### src/rtl/fetch_pkg.sv
// Purpose: shared types and constants for the instruction fetch stage.
//  fetch_state_t : fetch FSM states
//  fetch_entry_t : one prefetch FIFO entry {pc, word}
//  align_word()  : clear the byte-offset bits of an address
package fetch_pkg;

  localparam int unsigned ADDR_W  = 32;
  localparam int unsigned INST_W  = 32;
  localparam int unsigned PC_STEP = 4;
  localparam logic [ADDR_W-1:0] DEFAULT_RESET_PC = 32'h0000_0000;

  typedef enum logic [1:0] {
    F_IDLE = 2'd0,  // no request outstanding
    F_REQ  = 2'd1,  // live request outstanding
    F_DROP = 2'd2   // request outstanding whose data is stale (redirected)
  } fetch_state_t;

  typedef struct packed {
    logic [ADDR_W-1:0] pc;
    logic [INST_W-1:0] word;
  } fetch_entry_t;

  function automatic logic [ADDR_W-1:0] align_word(input logic [ADDR_W-1:0] addr);
    return {addr[ADDR_W-1:2], 2'b00};
  endfunction

endpackage

### src/rtl/instr_fetch_unit_if.sv
// Purpose: bundles the fetch stage's redirect, instruction-memory and decode-side signals.
//  master : the fetch unit (drives imem_req/imem_addr and the inst_* head outputs)
//  slave  : the surrounding core / memory (drives redirect, imem_ack/rdata, inst_ready)
interface instr_fetch_unit_if
  import fetch_pkg::*;
();

  logic              redirect_valid;
  logic [ADDR_W-1:0] redirect_pc;
  logic              imem_req;
  logic [ADDR_W-1:0] imem_addr;
  logic              imem_ack;
  logic [INST_W-1:0] imem_rdata;
  logic              inst_valid;
  logic              inst_ready;
  logic [INST_W-1:0] inst_word;
  logic [ADDR_W-1:0] inst_pc;
  logic              misalign_err;

  modport master (
    input  redirect_valid, redirect_pc, imem_ack, imem_rdata, inst_ready,
    output imem_req, imem_addr, inst_valid, inst_word, inst_pc, misalign_err
  );

  modport slave (
    output redirect_valid, redirect_pc, imem_ack, imem_rdata, inst_ready,
    input  imem_req, imem_addr, inst_valid, inst_word, inst_pc, misalign_err
  );

endinterface

### src/rtl/fetch_fifo.sv
// Purpose: DEPTH-entry prefetch FIFO of {pc, word} entries.
//  clk, rst  : clock, async active-high reset
//  push_i    : write wdata_i (caller guarantees a free slot)
//  pop_i     : drop head entry (ignored when empty)
//  flush_i   : synchronous clear; wins over push/pop
//  head_o    : head entry while non-empty, otherwise the last head presented
//  count_o   : occupancy, 0..DEPTH
module fetch_fifo
  import fetch_pkg::*;
#(
  parameter  int unsigned DEPTH = 4,
  localparam int unsigned PTR_W = $clog2(DEPTH),
  localparam int unsigned CNT_W = $clog2(DEPTH) + 1
) (
  input  logic               clk,
  input  logic               rst,
  input  logic               push_i,
  input  logic               pop_i,
  input  logic               flush_i,
  input  fetch_entry_t       wdata_i,
  output fetch_entry_t       head_o,
  output logic [CNT_W-1:0]   count_o
);

  fetch_entry_t             mem_q [DEPTH];
  fetch_entry_t             hold_q;
  logic [PTR_W-1:0]         wr_ptr_q;
  logic [PTR_W-1:0]         rd_ptr_q;
  logic [CNT_W-1:0]         count_q;
  logic                     do_push_c;
  logic                     do_pop_c;

  assign do_push_c = push_i && !flush_i;
  assign do_pop_c  = pop_i && !flush_i && (count_q != '0);

  // Storage array; contents only matter where the pointers say they do.
  always_ff @(posedge clk) begin
    if (do_push_c) begin
      mem_q[wr_ptr_q] <= wdata_i;
    end
  end

  // Pointers and occupancy; pointers wrap naturally since DEPTH is a power of 2.
  always_ff @(posedge clk or posedge rst) begin
    if (rst) begin
      wr_ptr_q <= '0;
      rd_ptr_q <= '0;
      count_q  <= '0;
    end else if (flush_i) begin
      wr_ptr_q <= '0;
      rd_ptr_q <= '0;
      count_q  <= '0;
    end else begin
      if (do_push_c) begin
        wr_ptr_q <= wr_ptr_q + PTR_W'(1);
      end
      if (do_pop_c) begin
        rd_ptr_q <= rd_ptr_q + PTR_W'(1);
      end
      if (do_push_c && !do_pop_c) begin
        count_q <= count_q + CNT_W'(1);
      end else if (!do_push_c && do_pop_c) begin
        count_q <= count_q - CNT_W'(1);
      end
    end
  end

  // Remembers the head last shown so the outputs hold steady while empty.
  always_ff @(posedge clk or posedge rst) begin
    if (rst) begin
      hold_q <= '0;
    end else if (count_q != '0) begin
      hold_q <= mem_q[rd_ptr_q];
    end
  end

  assign head_o  = (count_q != '0) ? mem_q[rd_ptr_q] : hold_q;
  assign count_o = count_q;

endmodule

### src/rtl/instr_fetch_unit.sv
// Purpose: fetch stage. Owns the PC, issues single outstanding word reads to instruction
//  memory, buffers returned words with their PC and hands them to decode; redirects flush
//  the stage and restart fetch at the (word-aligned) target.
//  clk, rst : clock, async active-high reset
//  bus      : redirect_valid/redirect_pc, imem_req/addr/ack/rdata,
//             inst_valid/ready/word/pc, misalign_err
module instr_fetch_unit
  import fetch_pkg::*;
#(
  parameter int unsigned       DEPTH    = 4,
  parameter logic [ADDR_W-1:0] RESET_PC = DEFAULT_RESET_PC
) (
  input logic                 clk,
  input logic                 rst,
  instr_fetch_unit_if.master  bus
);

  localparam int unsigned CNT_W = $clog2(DEPTH) + 1;

  fetch_state_t       state_q, state_d;
  logic [ADDR_W-1:0]  fetch_pc_q, fetch_pc_d;
  logic               misalign_q, misalign_d;

  logic               push_c;
  logic               pop_c;
  logic [CNT_W-1:0]   count_c;
  logic [CNT_W-1:0]   count_next_c;
  fetch_entry_t       head_c;
  fetch_entry_t       wdata_c;

  assign wdata_c = '{pc: fetch_pc_q, word: bus.imem_rdata};

  fetch_fifo #(.DEPTH(DEPTH)) u_fifo (
    .clk     (clk),
    .rst     (rst),
    .push_i  (push_c),
    .pop_i   (pop_c),
    .flush_i (bus.redirect_valid),
    .wdata_i (wdata_c),
    .head_o  (head_c),
    .count_o (count_c)
  );

  // State, PC and misalign-pulse registers.
  always_ff @(posedge clk or posedge rst) begin
    if (rst) begin
      state_q    <= F_IDLE;
      fetch_pc_q <= RESET_PC;
      misalign_q <= 1'b0;
    end else begin
      state_q    <= state_d;
      fetch_pc_q <= fetch_pc_d;
      misalign_q <= misalign_d;
    end
  end

  // Next-state logic; a redirect overrides everything else this cycle.
  always_comb begin
    state_d      = state_q;
    fetch_pc_d   = fetch_pc_q;
    misalign_d   = 1'b0;
    push_c       = (state_q == F_REQ) && bus.imem_ack && !bus.redirect_valid;
    pop_c        = (count_c != '0) && bus.inst_ready && !bus.redirect_valid;
    count_next_c = count_c;
    if (push_c && !pop_c) begin
      count_next_c = count_c + CNT_W'(1);
    end else if (!push_c && pop_c) begin
      count_next_c = count_c - CNT_W'(1);
    end

    if (bus.redirect_valid) begin
      fetch_pc_d = align_word(bus.redirect_pc);
      misalign_d = (bus.redirect_pc[1:0] != 2'b00);
      unique case (state_q)
        F_IDLE:  state_d = F_REQ;
        // An ack landing with the redirect retires the old request; otherwise it is still in flight.
        F_REQ:   state_d = bus.imem_ack ? F_REQ : F_DROP;
        F_DROP:  state_d = bus.imem_ack ? F_REQ : F_DROP;
        default: state_d = F_IDLE;
      endcase
    end else begin
      unique case (state_q)
        F_IDLE: begin
          if (count_next_c < CNT_W'(DEPTH)) begin
            state_d = F_REQ;
          end
        end
        F_REQ: begin
          if (bus.imem_ack) begin
            fetch_pc_d = fetch_pc_q + ADDR_W'(PC_STEP);
            state_d    = (count_next_c < CNT_W'(DEPTH)) ? F_REQ : F_IDLE;
          end
        end
        F_DROP: begin
          if (bus.imem_ack) begin
            state_d = F_REQ;
          end
        end
        default: state_d = F_IDLE;
      endcase
    end
  end

  assign bus.imem_req     = (state_q != F_IDLE);
  assign bus.imem_addr    = fetch_pc_q;
  assign bus.inst_valid   = (count_c != '0);
  assign bus.inst_word    = head_c.word;
  assign bus.inst_pc      = head_c.pc;
  assign bus.misalign_err = misalign_q;

endmodule

### src/flat_wrapper.sv
// flat-port wrapper written by rule: the top's interface ports become plain ports
module instr_fetch_unit_flat import fetch_pkg::*;
#(
  parameter int unsigned       DEPTH    = 4,
  parameter logic [ADDR_W-1:0] RESET_PC = DEFAULT_RESET_PC
)
  (clk, rst, bus_redirect_valid, bus_redirect_pc, bus_imem_ack, bus_imem_rdata, bus_inst_ready, bus_imem_req, bus_imem_addr, bus_inst_valid, bus_inst_word, bus_inst_pc, bus_misalign_err);
  instr_fetch_unit_if bus_i ();
  input logic clk;
  input logic rst;
  input wire logic [$bits(bus_i.redirect_valid)-1:0] bus_redirect_valid;
  input wire logic [$bits(bus_i.redirect_pc)-1:0] bus_redirect_pc;
  input wire logic [$bits(bus_i.imem_ack)-1:0] bus_imem_ack;
  input wire logic [$bits(bus_i.imem_rdata)-1:0] bus_imem_rdata;
  input wire logic [$bits(bus_i.inst_ready)-1:0] bus_inst_ready;
  output wire logic [$bits(bus_i.imem_req)-1:0] bus_imem_req;
  output wire logic [$bits(bus_i.imem_addr)-1:0] bus_imem_addr;
  output wire logic [$bits(bus_i.inst_valid)-1:0] bus_inst_valid;
  output wire logic [$bits(bus_i.inst_word)-1:0] bus_inst_word;
  output wire logic [$bits(bus_i.inst_pc)-1:0] bus_inst_pc;
  output wire logic [$bits(bus_i.misalign_err)-1:0] bus_misalign_err;
  assign bus_i.redirect_valid = bus_redirect_valid;
  assign bus_i.redirect_pc = bus_redirect_pc;
  assign bus_i.imem_ack = bus_imem_ack;
  assign bus_i.imem_rdata = bus_imem_rdata;
  assign bus_i.inst_ready = bus_inst_ready;
  assign bus_imem_req = bus_i.imem_req;
  assign bus_imem_addr = bus_i.imem_addr;
  assign bus_inst_valid = bus_i.inst_valid;
  assign bus_inst_word = bus_i.inst_word;
  assign bus_inst_pc = bus_i.inst_pc;
  assign bus_misalign_err = bus_i.misalign_err;
  instr_fetch_unit #(.DEPTH(DEPTH), .RESET_PC(RESET_PC)) u_core (.clk(clk), .rst(rst), .bus(bus_i));
endmodule
### config.mk
export PLATFORM = sky130hd
export DESIGN_NAME = instr_fetch_unit_flat
export DESIGN_NICKNAME = d
export VERILOG_FILES = /design/src/rtl/fetch_pkg.sv /design/src/rtl/instr_fetch_unit_if.sv /design/src/rtl/fetch_fifo.sv /design/src/rtl/instr_fetch_unit.sv /design/src/flat_wrapper.sv
export SDC_FILE = /design/constraint.sdc
export NUM_CORES = 1
export LEC_CHECK = 0
export ABC_CLOCK_PERIOD_IN_PS = 3950
export CORE_ASPECT_RATIO = 0.8
export CORE_MARGIN = 2
export CORE_UTILIZATION = 43
export CTS_BUF_LIST = sky130_fd_sc_hd__clkbuf_8 sky130_fd_sc_hd__clkbuf_16
export DETAILED_ROUTE_END_ITERATION = 10
export PLACE_DENSITY = 0.74
export RECOVER_POWER = 50
export SYNTH_ARGS = -nofsm -noshare
export SYNTH_HDL_FRONTEND = slang
export SYNTH_SLANG_ARGS = --single-unit
### constraint.sdc
create_clock -name clk -period 3.95 [get_ports clk]
set_input_delay 0.9875 -clock clk [delete_from_list [all_inputs] [get_ports clk]]
set_output_delay 0.9875 -clock clk [all_outputs]
set_load 0.01 [all_outputs]
==> metrics.md, run 1 <==
| Metric | Value |
|---|---|
| Outcome | `complete, but fails checks` |
| Failing checks | `max-capacitance violations, max-slew violations` |
| EDFF count, synth | `248` |
| Layout cells sized above 1 | `0.195` |
| Critical Path RT | `2960 ps` |
| Number of detailed-route iterations in the first pass | `4` |
| GP Congestion | `0.717` |
| Placed wire-length estimate | `19100 um` |
| CTS Root Cell | `clkbuf_16` |
| Initial drt markers | `587` |
| Yosys cell types | `45` |
| XOR/XNOR share of the synthesized area | `0.0211` |
| Reg2reg start | `u_core.state_q[1]` |
| Adder-Cell Fraction of Synth Area | `0.0110` |
| Vias per inst | `5.25` |
| Top Ports | `168` |
| Simple-Gate Fraction of Synth Area | `0.0416` |
| Max-Cap Viols | `1` |
| NumNets Final | `1000` |
| Sequential fraction of the synthesis area | `0.735` |
| Slew margin rel. | `-0.500` |
| Setup crit start kind | `flip-flop` |
| Buffers on Ports | `165` |
| Largest net degree at the start of global routing | `53` |
| Final period util | `0.954` |
| Pwr Density | `696 nW/um^2` |
| Row cnt | `58` |
| Vias in the first global route | `7542` |
| Die height | `163 um` |
| Fill cell count | `2483` |
| Multi-input logic area | `3430 um^2` |
| Cts hold-fix bufs | `0` |
| Area delta synth->final | `24.8%` |
| Max VDD drop | `0.000416 V` |
| Final Max Tran Viols | `53` |
| Crit path kind | `reg -> out` |
| Synth Register Bits | `352` |
| Core ar. | `31400 um^2` |
| Yosys warnings | `0` |
| Syn Inst Count | `726` |
| Final setup vio count | `0` |
| Worst Setup SP | `u_core.u_fifo.rd_ptr_q[0]` |
| Final Hold Viols | `0` |
| FF-to-FF path depth | `6` |
| Hold Path Class | `reg -> reg` |
| Primary FF master, synth | `edfxtp_1` |
| Initial antenna violation count | `0` |
| DRC Markers | `0` |
| Biggest area consumer among synthesized cells | `edfxtp_1` |
| Final Power | `11.9 mW` |
| CTS Buf Count | `35` |
| First-pass GRT wire length | `45400 um` |
| Cells taking the most area after synthesis | `edfxtp_1 54%, dfrtp_1 19%, mux4_2 10%, mux2_2 5.2%, xor2_1 1.4%` |
| Min-delay src | `u_core.u_fifo.hold_q[3]` |
| Slew @ Worst Pin | `2250 ps` |
| Global route overflow | `0` |
| Worst-path fanout max | `12` |
| Skew-Pair Late Insertion Delay | `510 ps` |
| H-tree Lvls | `2` |
| CP max stage delay | `590 ps` |
| Minimum clock period | `3770 ps` |
| Diode count | `0` |
| Post-Syn Area | `13700 um^2` |
| FFs w/ async S/R, synth | `0.295` |
| Post-synth top area share | `0.545` |
| Antenna-violating nets left | `0` |
| Leakage | `5.96 nW` |
| Clk buf depth | `3` |
| DR vias | `7169` |
| Setup TNS | `0 ps` |
| Placed Instances | `1301` |
| Clock transition at path regs | `60 ps` |
| Crit end category | `primary output` |
| Chip Width | `203 um` |
| Die footprint | `33200 um^2` |
| Synth Area in Compound Gates | `0.0190` |
| RSZ-0062 raised after global routing | `false` |
| Hold depth | `1` |
| Worst Clk Skew | `14.8 ps` |
| Final wirelength | `29300 um` |
| Starting Density | `0.436` |
| Syn_area_per_cell | `18.8 um^2` |
| CP max stage cell | `dfrtp_4` |
| Crit path DAT | `2780 ps` |
| Worst hold slack | `482 ps` |
| Max Freq | `0.265 GHz` |
| Mean routed wirelength per cell | `21.5 um` |
| Largest family of logic cells by synthesized area | `multiplexers` |
| Total track usage | `0.182` |
| Sequential cell area | `10100 um^2` |
| Cts repair resizes | `0` |
| Worst path cell trace | `buf_4 -> mux4_2 -> mux2_1 -> clkdlybuf4s50_1` |
| Clock Sinks | `352` |
| Mux cell area share after synthesis | `0.156` |
| CTS tree | `done` |
| Post-Layout Cell Count | `1365` |
| Postcts setup bufs | `0` |
## area by class of cell
cell class,count,share of cell area
clock buffers,42,0.0583
clock inverters,21,0.00506
inverters,12,0.00264
multi-input cells,329,0.201
flip-flops and latches,352,0.590
well taps,420,0.0308
repair buffers,189,0.113
## synthesized netlist by cell type (all sizes together), types with 2 or more instances
library cell	count
o21ai	30
mux4	62
a311oi	2
mux2	64
nand4	12
clkbuf	17
ha	12
dfrtp	104
a21oi	3
buf	18
nor2	20
xnor2	11
o21a	2
xor2	22
nand2	39
edfxtp	248
nand3	18
nor3	5
nor4	2
and3	5
and2	5
inv	12
## critical path: cells and delay by family, from the launching register on
kind | cells | cell delay [ps]
muxes | 2 | 890
buffers and inverters | 2 | 790
DFF | 1 | 590
## worst paths after layout
check                                            end  slack [ps]
max reg2reg                u_core.u_fifo.mem_q[2][2]        1430
max in group asynchronous  u_core.u_fifo.rd_ptr_q[1]         640
min                          u_core.u_fifo.hold_q[3]         480
max                                  bus_inst_pc[17]         180
min reg2reg                  u_core.u_fifo.hold_q[3]         480
min in group asynchronous   u_core.u_fifo.hold_q[29]        1680
## layer usage
metal / up-vias / global-route usage / wire length, um
met5: - / 0 / 0
met3: 32 / 0.0371 / 1560
li1: 3198 / - / -
met2: 192 / 0.292 / 14300
met4: 0 / 0.0448 / 447
met1: 3747 / 0.256 / 13000
## stage by stage
step	utilization	worst slack, ps	instance area (um^2)
3_5_place_dp	0.510	553	16000
6_report	0.544	183	17100
2_1_floorplan	-	230	13700
3_3_place_gp	0.510	588	16000
5_1_grt	0.544	29.2	17100
4_1_cts	0.544	61.2	17100
## sequential cells by signal (all words and copies together) (netlist names)
signal	cells
u_core.u_fifo.mem_q	248
u_core.u_fifo.hold_q	64
u_core.bus.imem_addr	30
u_core.u_fifo.count_o	3
u_core.state_q	2
u_core.u_fifo.rd_ptr_q	2
u_core.u_fifo.wr_ptr_q	2
u_core.bus.misalign_err	1
## power breakdown
part / switching [mW] / internal (mW)
logic: 1.76 / 2.20
registers: 0.279 / 4.54
clock network: 1.31 / 1.78
total: 3.35 / 8.53
## kinds of logic (layout without fill, tap and decap cells)
logic type,Yosys count,after routing
compound gates,43,43
simple gates,111,112
buf+inv,47,264
fa+ha+maj,12,12
mux,127,127
xor+xnor,33,33
flops,352,352
other cells,1,2
## cell usage in the layout (no fill, tap or decap), types with 16 or more instances in the layout
cell type | Yosys | routed
dfrtp_1 | 104 | 102
edfxtp_1 | 248 | 248
nor2_1 | 19 | 19
inv_1 | 12 | 28
mux2_2 | 63 | 38
xor2_1 | 22 | 22
mux2_1 | 1 | 26
nand2_1 | 38 | 38
o21ai_0 | 16 | 16
clkdlybuf4s50_1 | 0 | 131
mux4_2 | 62 | 62
clkbuf_16 | 0 | 37
dlygate4sd3_1 | 0 | 33
nand3_1 | 18 | 18
Note: power is estimated with default switching activity, not from simulation.
==> run 2: changes to the inputs <==
--- a/config.mk
+++ b/config.mk
@@ -8,10 +8,10 @@
 export ABC_CLOCK_PERIOD_IN_PS = 3950
 export CORE_ASPECT_RATIO = 0.8
 export CORE_MARGIN = 2
-export CORE_UTILIZATION = 43
+export CORE_UTILIZATION = 55
 export CTS_BUF_LIST = sky130_fd_sc_hd__clkbuf_8 sky130_fd_sc_hd__clkbuf_16
 export DETAILED_ROUTE_END_ITERATION = 10
-export PLACE_DENSITY = 0.74
+export PLACE_DENSITY = 0.89
 export RECOVER_POWER = 50
 export SYNTH_ARGS = -nofsm -noshare
 export SYNTH_HDL_FRONTEND = slang
==> run 2 against run 1 <==
Net effect: power grew 2.2%; worst setup slack gained 10 ps; wire length grew 0.44%; die area shrank 21%; global-route usage grew 4.7 points; non-clock buffer count grew 2; via count grew 1.7%; the run still ends with max-capacitance violations, max-slew violations left.
==> metrics.md, run 2 (same netlist as run 1, synthesis figures left out) <==
| Metric | Value |
|---|---|
| Outcome | `complete, but fails checks` |
| Failing checks | `max-capacitance violations, max-slew violations` |
| Place WS | `585 ps (+32.0 ps)` |
| Most frequent cells in the layout | `248 x edfxtp_1, 130 x clkdlybuf4s50_1, 102 x dfrtp_1` |
| Number of detailed-route iterations in the first pass | `5 (+1)` |
| Clock Sinks | `352 (unchanged)` |
| GP Congestion | `0.746 (+4.0%)` |
| Cts hold-fix bufs | `0 (unchanged)` |
| Worst-path fanout max | `14 (+2)` |
| Clock transition at path regs | `60 ps (about the same)` |
| Total track usage | `0.228 (+0.0467)` |
| Largest net degree at the start of global routing | `54 (+1.9%)` |
| CP max stage delay | `490 ps (-100 ps)` |
| Pwr Density | `712 nW/um^2 (+2.2%)` |
| CTS Buf Count | `35 (unchanged)` |
| Layout cells sized above 1 | `0.215 (+0.0207)` |
| CP max stage cell | `clkdlybuf4s50_1` |
| Chip Width | `180 um (-11%)` |
| Vias per inst | `5.75 (+9.5%)` |
| Final Hold Viols | `0 (unchanged)` |
| Hold depth | `1 (unchanged)` |
| Mean routed wirelength per cell | `23.2 um (+8.1%)` |
| Setup crit start kind | `flip-flop` |
| Hold Path Class | `reg -> reg` |
| Slew @ Worst Pin | `2360 ps (+110 ps)` |
| Minimum clock period | `3760 ps (-10.3 ps)` |
| CTS tree | `done` |
| Max-Cap Viols | `1 (unchanged)` |
| Clk buf depth | `3 (unchanged)` |
| Antenna-violating nets left | `0 (unchanged)` |
| Placed wire-length estimate | `18000 um (-5.3%)` |
| Initial drt markers | `648 (+10%)` |
| Worst path cell trace | `inv_1 -> ha_1 -> nand2b_4 -> buf_4 -> mux2_2 -> clkdlybuf4s50_1` |
| Die height | `145 um (-11%)` |
| DR vias | `7289 (+1.7%)` |
| Final wirelength | `29500 um (+0.44%)` |
| Top Ports | `168 (unchanged)` |
| Critical Path RT | `2960 ps (about the same)` |
| Setup TNS | `0 ps (unchanged)` |
| Worst Setup SP | `u_core.u_fifo.count_o[1]` |
| First-pass GRT wire length | `45600 um (+0.41%)` |
| Area delta synth->final | `24.8% (about the same)` |
| Skew-Pair Late Insertion Delay | `510 ps (about the same)` |
| Largest register FFs | `248 (unchanged)` |
| Fin worst setup slack | `193 ps (+10.3 ps)` |
| Final Max Tran Viols | `53 (unchanged)` |
| H-tree Lvls | `2 (unchanged)` |
| Max Freq | `0.266 GHz (+0.27%)` |
| Row cnt | `51 (-12%)` |
| Final setup vio count | `0 (unchanged)` |
| Die footprint | `26100 um^2 (-21%)` |
| Buffers on Ports | `165 (unchanged)` |
| Starting Density | `0.561 (+0.125)` |
| Final Power | `12.1 mW (+2.2%)` |
| Vias in the first global route | `7715 (+2.3%)` |
| Leading cell type in the layout, fill and taps excluded | `edfxtp_1` |
| Min-delay src | `u_core.u_fifo.hold_q[56]` |
| Slew margin rel. | `-0.575 (-0.0752)` |
| Crit path kind | `reg -> out` |
| NumNets Final | `1002 (+0.20%)` |
| Initial antenna violation count | `5 (+5)` |
| Global route overflow | `0 (unchanged)` |
| Reg2reg start | `u_core.state_q[1]` |
| Worst hold slack | `486 ps (+4.03 ps)` |
| FF-to-FF path depth | `6 (unchanged)` |
| Core ar. | `24400 um^2 (-22%)` |
| Leakage | `5.99 nW (+0.50%)` |
| Most flop-heavy register | `u_core.u_fifo.mem_q` |
| Crit end category | `primary output` |
| DRC Markers | `0 (unchanged)` |
| RSZ-0062 raised after global routing | `false` |
| Worst Clk Skew | `11.7 ps (-3.12 ps)` |
| Max VDD drop | `0.000445 V (+7.0%)` |
| CTS Root Cell | `clkbuf_16` |
| Final period util | `0.951 (-0.00260)` |
| Crit path DAT | `2770 ps (about the same)` |
| Fill cell count | `1501 (-40%)` |
## run 2: layout make-up
type / instances / area [um^2] / share of cell area
clock buffers: 42 / 995 / 0.0583
repair buffers: 191 / 1970 / 0.115
well taps: 318 / 398 / 0.0233
inverters: 12 / 45.0 / 0.00264
clock inverters: 21 / 158 / 0.00925
multi-input cells: 329 / 3420 / 0.201
flip-flops and latches: 352 / 10100 / 0.590
diodes: 3 / 7.51 / 0.000440
## run 2: report_power, final
group	switching [mW]	leakage, nW	internal, mW
registers	0.271	3.49	4.55
clock network	1.36	0.596	1.93
logic	1.78	1.91	2.25
## run 2: metrics by stage
| step | util | std cells | cell area, um^2 |
|---|---|---|---|
| after global routing | 0.699 | 1266 | 17000 |
| after global placement | 0.650 | 1196 | 15800 |
| after detailed placement | 0.650 | 1196 | 15800 |
| after CTS | 0.697 | 1259 | 17000 |
| final | 0.700 | 1268 | 17100 |
| after floorplan | - | 727 | 13700 |
## run 2: critical path, delay by kind of cell (launching register included)
family | cells | cell delay, ps
fa+ha+maj | 1 | 300
mux | 1 | 400
simple gates | 1 | 300
buf+inv | 3 | 850
flops | 1 | 410
## run 2: worst paths after layout
path | to | slack, ps
worst min-delay path | u_core.u_fifo.hold_q[56] | 490
max in group asynchronous | u_core.bus.imem_addr[18] | 690
min in group asynchronous | u_core.u_fifo.hold_q[26] | 1750
worst min register to register | u_core.u_fifo.hold_q[56] | 490
worst max register to register | u_core.u_fifo.mem_q[3][6] | 1320
worst max-delay path | bus_inst_pc[22] | 190
## run 2: layer usage
layer	share of wire	track usage	vias to the layer above
met5	0.0012	0	-
met4	0.015	0.0581	6
met3	0.065	0.0487	38
met2	0.50	0.369	249
met1	0.42	0.322	3799
li1	-	-	3197
## run 2: timing repair
action,CTS,global route
setup endpoints to repair,0,24
setup buffers,0,5
gates resized for setup,0,1
